`src/rtl/rf_sb.sv`:
```
// rtl/rf_sb.sv - register file with 4-source writeback mux and pending-write RAW scoreboard
// Optional feature macro: RF_BYPASS_EN (write-through of the committing value to the read ports)
module rf_sb #(
  parameter int DATA_W = 32,
  parameter int ADDR_W = 5,
  parameter int PEND_W = 2
) (
  input  logic              clk,
  input  logic              rst_n,
  input  logic [ADDR_W-1:0] rR1,
  input  logic [ADDR_W-1:0] rR2,
  input  logic              ruse1,
  input  logic              ruse2,
  output logic [DATA_W-1:0] rD1,
  output logic [DATA_W-1:0] rD2,
  input  logic              iss_valid,
  input  logic              iss_we,
  input  logic [ADDR_W-1:0] iss_wR,
  input  logic              we,
  input  logic [ADDR_W-1:0] wR,
  input  logic [1:0]        rf_wsel,
  input  logic [DATA_W-1:0] pc4,
  input  logic [DATA_W-1:0] ext,
  input  logic [DATA_W-1:0] alu_c,
  input  logic [DATA_W-1:0] rdo,
  output logic              hazard,
  output logic              err_uflow
);

  localparam int DEPTH = 1 << ADDR_W;
  localparam logic [PEND_W-1:0] PEND_ONE = PEND_W'(1);
  localparam logic [PEND_W-1:0] PEND_MAX = '1;

  logic [DATA_W-1:0] regs [DEPTH];
  logic [PEND_W-1:0] pend [DEPTH];
  logic [DATA_W-1:0] wd;
  logic              byp1;
  logic              byp2;
  logic              src1_busy;
  logic              src2_busy;
  logic              dst_full;
  logic              inc;
  logic              dec;

  // Writeback data select
  always_comb begin
    wd = pc4;
    case (rf_wsel)
      2'd0:    wd = pc4;
      2'd1:    wd = ext;
      2'd2:    wd = alu_c;
      default: wd = rdo;
    endcase
  end

  // Read port A; r0 is hardwired to zero, optional same-cycle write-through
  always_comb begin
    rD1 = regs[rR1];
    if (rR1 == '0) begin
      rD1 = '0;
    end
`ifdef RF_BYPASS_EN
    else if (we && (wR == rR1)) begin
      rD1 = wd;
    end
`endif
  end

  // Read port B; same policy as port A
  always_comb begin
    rD2 = regs[rR2];
    if (rR2 == '0) begin
      rD2 = '0;
    end
`ifdef RF_BYPASS_EN
    else if (we && (wR == rR2)) begin
      rD2 = wd;
    end
`endif
  end

  // Hazard: a used source still has writes in flight, or the destination counter is saturated
  always_comb begin
    byp1 = 1'b0;
    byp2 = 1'b0;
`ifdef RF_BYPASS_EN
    // The last outstanding write is committing now and is forwarded, so no stall is needed
    byp1 = we && (wR == rR1) && (pend[rR1] == PEND_ONE);
    byp2 = we && (wR == rR2) && (pend[rR2] == PEND_ONE);
`endif
    src1_busy = ruse1 && (rR1 != '0) && (pend[rR1] != '0) && !byp1;
    src2_busy = ruse2 && (rR2 != '0) && (pend[rR2] != '0) && !byp2;
    // A commit to the same register frees a slot this cycle, so a full counter can still accept
    dst_full  = iss_valid && iss_we && (iss_wR != '0) && (pend[iss_wR] == PEND_MAX)
                && !(we && (wR == iss_wR));
    hazard    = src1_busy || src2_busy || dst_full;
    inc       = iss_valid && iss_we && !hazard && (iss_wR != '0);
    dec       = we && (wR != '0);
  end

  // Register array write; r0 writes are dropped
  always_ff @(posedge clk or negedge rst_n) begin
    if (!rst_n) begin
      for (int i = 0; i < DEPTH; i++) begin
        regs[i] <= '0;
      end
    end else if (we && (wR != '0)) begin
      regs[wR] <= wd;
    end
  end

  // Pending-write counters: reserve on non-stalled issue, release on commit, flag underflow
  always_ff @(posedge clk or negedge rst_n) begin
    if (!rst_n) begin
      for (int i = 0; i < DEPTH; i++) begin
        pend[i] <= '0;
      end
      err_uflow <= 1'b0;
    end else begin
      if (inc && !(dec && (wR == iss_wR))) begin
        pend[iss_wR] <= pend[iss_wR] + PEND_ONE;
      end
      if (dec && !(inc && (wR == iss_wR))) begin
        if (pend[wR] != '0) begin
          pend[wR] <= pend[wR] - PEND_ONE;
        end else begin
          err_uflow <= 1'b1;
        end
      end
    end
  end

endmodule
```
`config.mk`:
```
export PLATFORM = sky130hd
export DESIGN_NAME = rf_sb
export DESIGN_NICKNAME = d
export VERILOG_FILES = /design/src/rtl/rf_sb.sv
export SDC_FILE = /design/constraint.sdc
export NUM_CORES = 2
export LEC_CHECK = 0
export CAP_MARGIN = 20
export CORE_MARGIN = 1
export CORE_UTILIZATION = 64
export CTS_BUF_LIST = sky130_fd_sc_hd__clkbuf_16
export CTS_CLUSTER_SIZE = 8
export DETAILED_ROUTE_END_ITERATION = 6
export GPL_TIMING_DRIVEN = 0
export HOLD_SLACK_MARGIN = 0.06
export PLACE_DENSITY_LB_ADDON = 0.15
export SETUP_SLACK_MARGIN = 0.3
export SKIP_LAST_GASP = 1
export SLEW_MARGIN = 20
export SYNTH_ARGS = -nofsm -noshare
export SYNTH_HDL_FRONTEND = slang
export SYNTH_SLANG_ARGS = --single-unit
```
`constraint.sdc`:
```
create_clock -name clk -period 5.64 [get_ports clk]
set_clock_uncertainty 0.1 [all_clocks]
set_input_delay 0.846 -clock clk [delete_from_list [all_inputs] [get_ports clk]]
set_output_delay 0.846 -clock clk [all_outputs]
set_load 0.03 [all_outputs]
```
==> results.tsv <==
metric	value	unit
status	finished with violations	
failing checks	DRC	
mean routed wirelength per cell	33.4	um
Vias	49413	
Met2 Wirelength	95700	um
Hold Crit Class	reg2reg	
CTS Sinks	1089	
Power Density	397	mW/mm^2
# IOs	223	
Die Width	304	um
combinational power share	0.265	
WP data arrival	4.55	ns
Area contributors post-synth	dfrtp_1, mux4_2, o21ai_0	
antenna-violating nets left	0	
RSZ-0062 raised after global routing	true	
TritonCTS clock tree	built	
switching pwr	8860	uW
Die Area	0.0923	mm^2
period utilization	0.975	
Clk pwr share	0.317	
Setup crit start kind	input port	
flops & latches, synth	1089	
Fin Setup TNS	0	ns
Netlist Area Pre-Place	0.0583	mm^2
Syn Area/Cell	11.6	um^2
Port Buffers	211	
fin cells	6603	
later-pin clock latency in the skew report	0.79	ns
sequential group share of total power	0.418	
vias in the first global route	49586	
RD Place Congestion	1.02	
Crit Path Category	in2out	
Initial DRC Count	7635	
Nets	5555	
Syn. warnings	0	
CP Capture Type	primary output	
Synth Net Count	5167	
Leak Pwr	0.0294	uW
Slew @ Worst Pin	1.26	ns
number of max-cap violations	0	
initial antenna violation count	14	
area delta synth->final	15.1	%
core area	0.0901	mm^2
total power	26600	uW
Syn Inst Count	5008	
most frequent cell after synthesis	dfrtp_1	
final WL	220000	um
synth cell count leaders	dfrtp_1, nand2_1, o21ai_0	
Final Hold Viols	0	
total iterations of the first detailed-routing run	7	
sw frac	0.333	
DRC violations left	15	
global-route wire length before repair	323000	um
DRT met1 WL	71500	um
fmax	182	MHz
Core Rows	110	
largest net degree at the start of global routing	149	
layout cell share with drive strength beyond 1	0.199	
EDFF count, synth	0	
ys flop type	dfrtp_1	
Int Power	17800	uW
Crit Path Max Fanout	10	
Period minus WS final	5.50	ns
top cell type's share of synthesized area	0.467	
Max Buffers Root-to-Sink	3	
Worst EP required	4.69	ns
Vias per Instance	7.48	
Final Util	0.745	
Slew headroom	0.160	
met3 wire length	34000	um
Async S/R FF share, synth	1.00	
area leader, netlist	dfrtp_1	
Final setup viols	0	
global route overflow	0	
Starting Density	0.647	
Cell variety after synth	56	
dpl cells	6411	
fin. max-slew vios	0	
H-tree depth	4	
Tot GR Track Use	0.485	
Num CTS Buffers	154	
clock root buffer	clkbuf_16	
Top Metal Used	met5	
Peak supply drop	0.000361	V
fraction of the yosys area taken by sequential cells	0.467	
clock slew at reported path FFs	0.05	ns
post-DP HPWL	153000	um
Die Ht	304	um
## per-layer routing
metal,up-vias,global-route usage
met5,-,0.0119
met4,20,0.348
met3,1157,0.207
met2,4409,0.690
met1,24761,0.599
li1,19066,-
## layout by cell type (no fill, tap or decap), drive strengths merged, types with 3 or more instances in the layout
cell type	instances
diode	13
mux4	675
and3	23
clkdlybuf4s15	4
a22oi	10
a31oi	4
inv	16
dfrtp	1089
nor4b	7
dlymetal6s2s	14
nand2	1064
mux2i	220
clkbuf	608
nor3b	17
clkinv	8
xnor2	3
and4	3
nor4	10
nor2b	3
nand3b	3
mux2	32
nand2b	10
nand3	43
buf	122
clkdlybuf4s50	155
dlygate4sd2	41
nor2	85
o21ai	1032
a21oi	14
and3b	4
nor3	61
or3b	3
## worst max-delay path, stage by stage
cell and delay (ns):
clkdlybuf4s50_1 0.60, buf_2 0.29, buf_6 0.22, clkbuf_8 0.28, clkbuf_4 0.34, mux4_2 0.38, mux4_2 0.56, mux2i_4 0.31
nor2_1 0.08, clkdlybuf4s50_1 0.60
## state kept, by name, summed over array words and instances (netlist names)
| register | count |
|---|---|
| err_uflow | 1 |
| regs | 1024 |
| pend | 64 |
## area by class of cell
cell class	count	area, um^2
Antenna cell	13	32.5
Buffer	557	2790
Clock buffer	157	3930
Clock inverter	17	203
Fill cell	5988	23000
Inverter	7	26.3
Multi-Input combinational cell	3355	29000
Sequential cell	1089	27300
Tap cell	1176	1470
Timing Repair Buffer	232	2460
## per-stage QoR
step | setup slack, ns | area [um^2] | hold slack (ns)
2_1_floorplan | 1.00 | 58300 | 0.341
4_1_cts | 0.180 | 66900 | 0.378
3_5_place_dp | -1.14 | 62300 | 0.367
3_3_place_gp | -45.11 | 61900 | 0.352
5_1_grt | 0.163 | 67100 | 0.403
6_report | 0.142 | 67100 | 0.377
## power by group through the flow
| stage | clock network [uW] | logic [uW] | registers (uW) |
|---|---|---|---|
| after global routing | 8640 | 7440 | 11300 |
| after detailed placement | 0 | 6790 | 11100 |
| final | 8440 | 7070 | 11100 |
| after floorplan | 0 | 4610 | 10600 |
| after CTS | 8320 | 6840 | 11000 |
| after global placement | 0 | 6560 | 11000 |
## logic make-up after synthesis
group / Yosys count / synth area share
adder cells (fa/ha/maj): 2 / 0.000429
AND/OR/NAND/NOR: 1341 / 0.0943
XOR/XNOR: 5 / 0.000751
multiplexers: 927 / 0.305
buffers and inverters: 564 / 0.0375
AO/OA/AOI/OAI: 1080 / 0.0952
flip-flops: 1089 / 0.467
## path summary, 6_finish.rpt
check	from	endpoint	slack (ns)	depth (start not counted)
setup / recovery	rR1[1]	rD1[22]	0.14	10
hold / removal	regs[1014]	regs[1014]	0.38	1
setup reg to reg	pend[22]	pend[32]	1.50	14
hold reg to reg	regs[1014]	regs[1014]	0.38	1
max in group asynchronous	rst_n	regs[713]	2.83	5
min in group asynchronous	rst_n	pend[13]	0.55	2
## repair_timing
item	in CTS	in global routing
pin swaps	0	1
gates resized for setup	321	54
endpoints found under the setup margin	65	91
setup buffers	0	3
hold endpoints to repair	121	0
hold buffers	1	0
No activity file was read; power rests on OpenSTA's default activity.
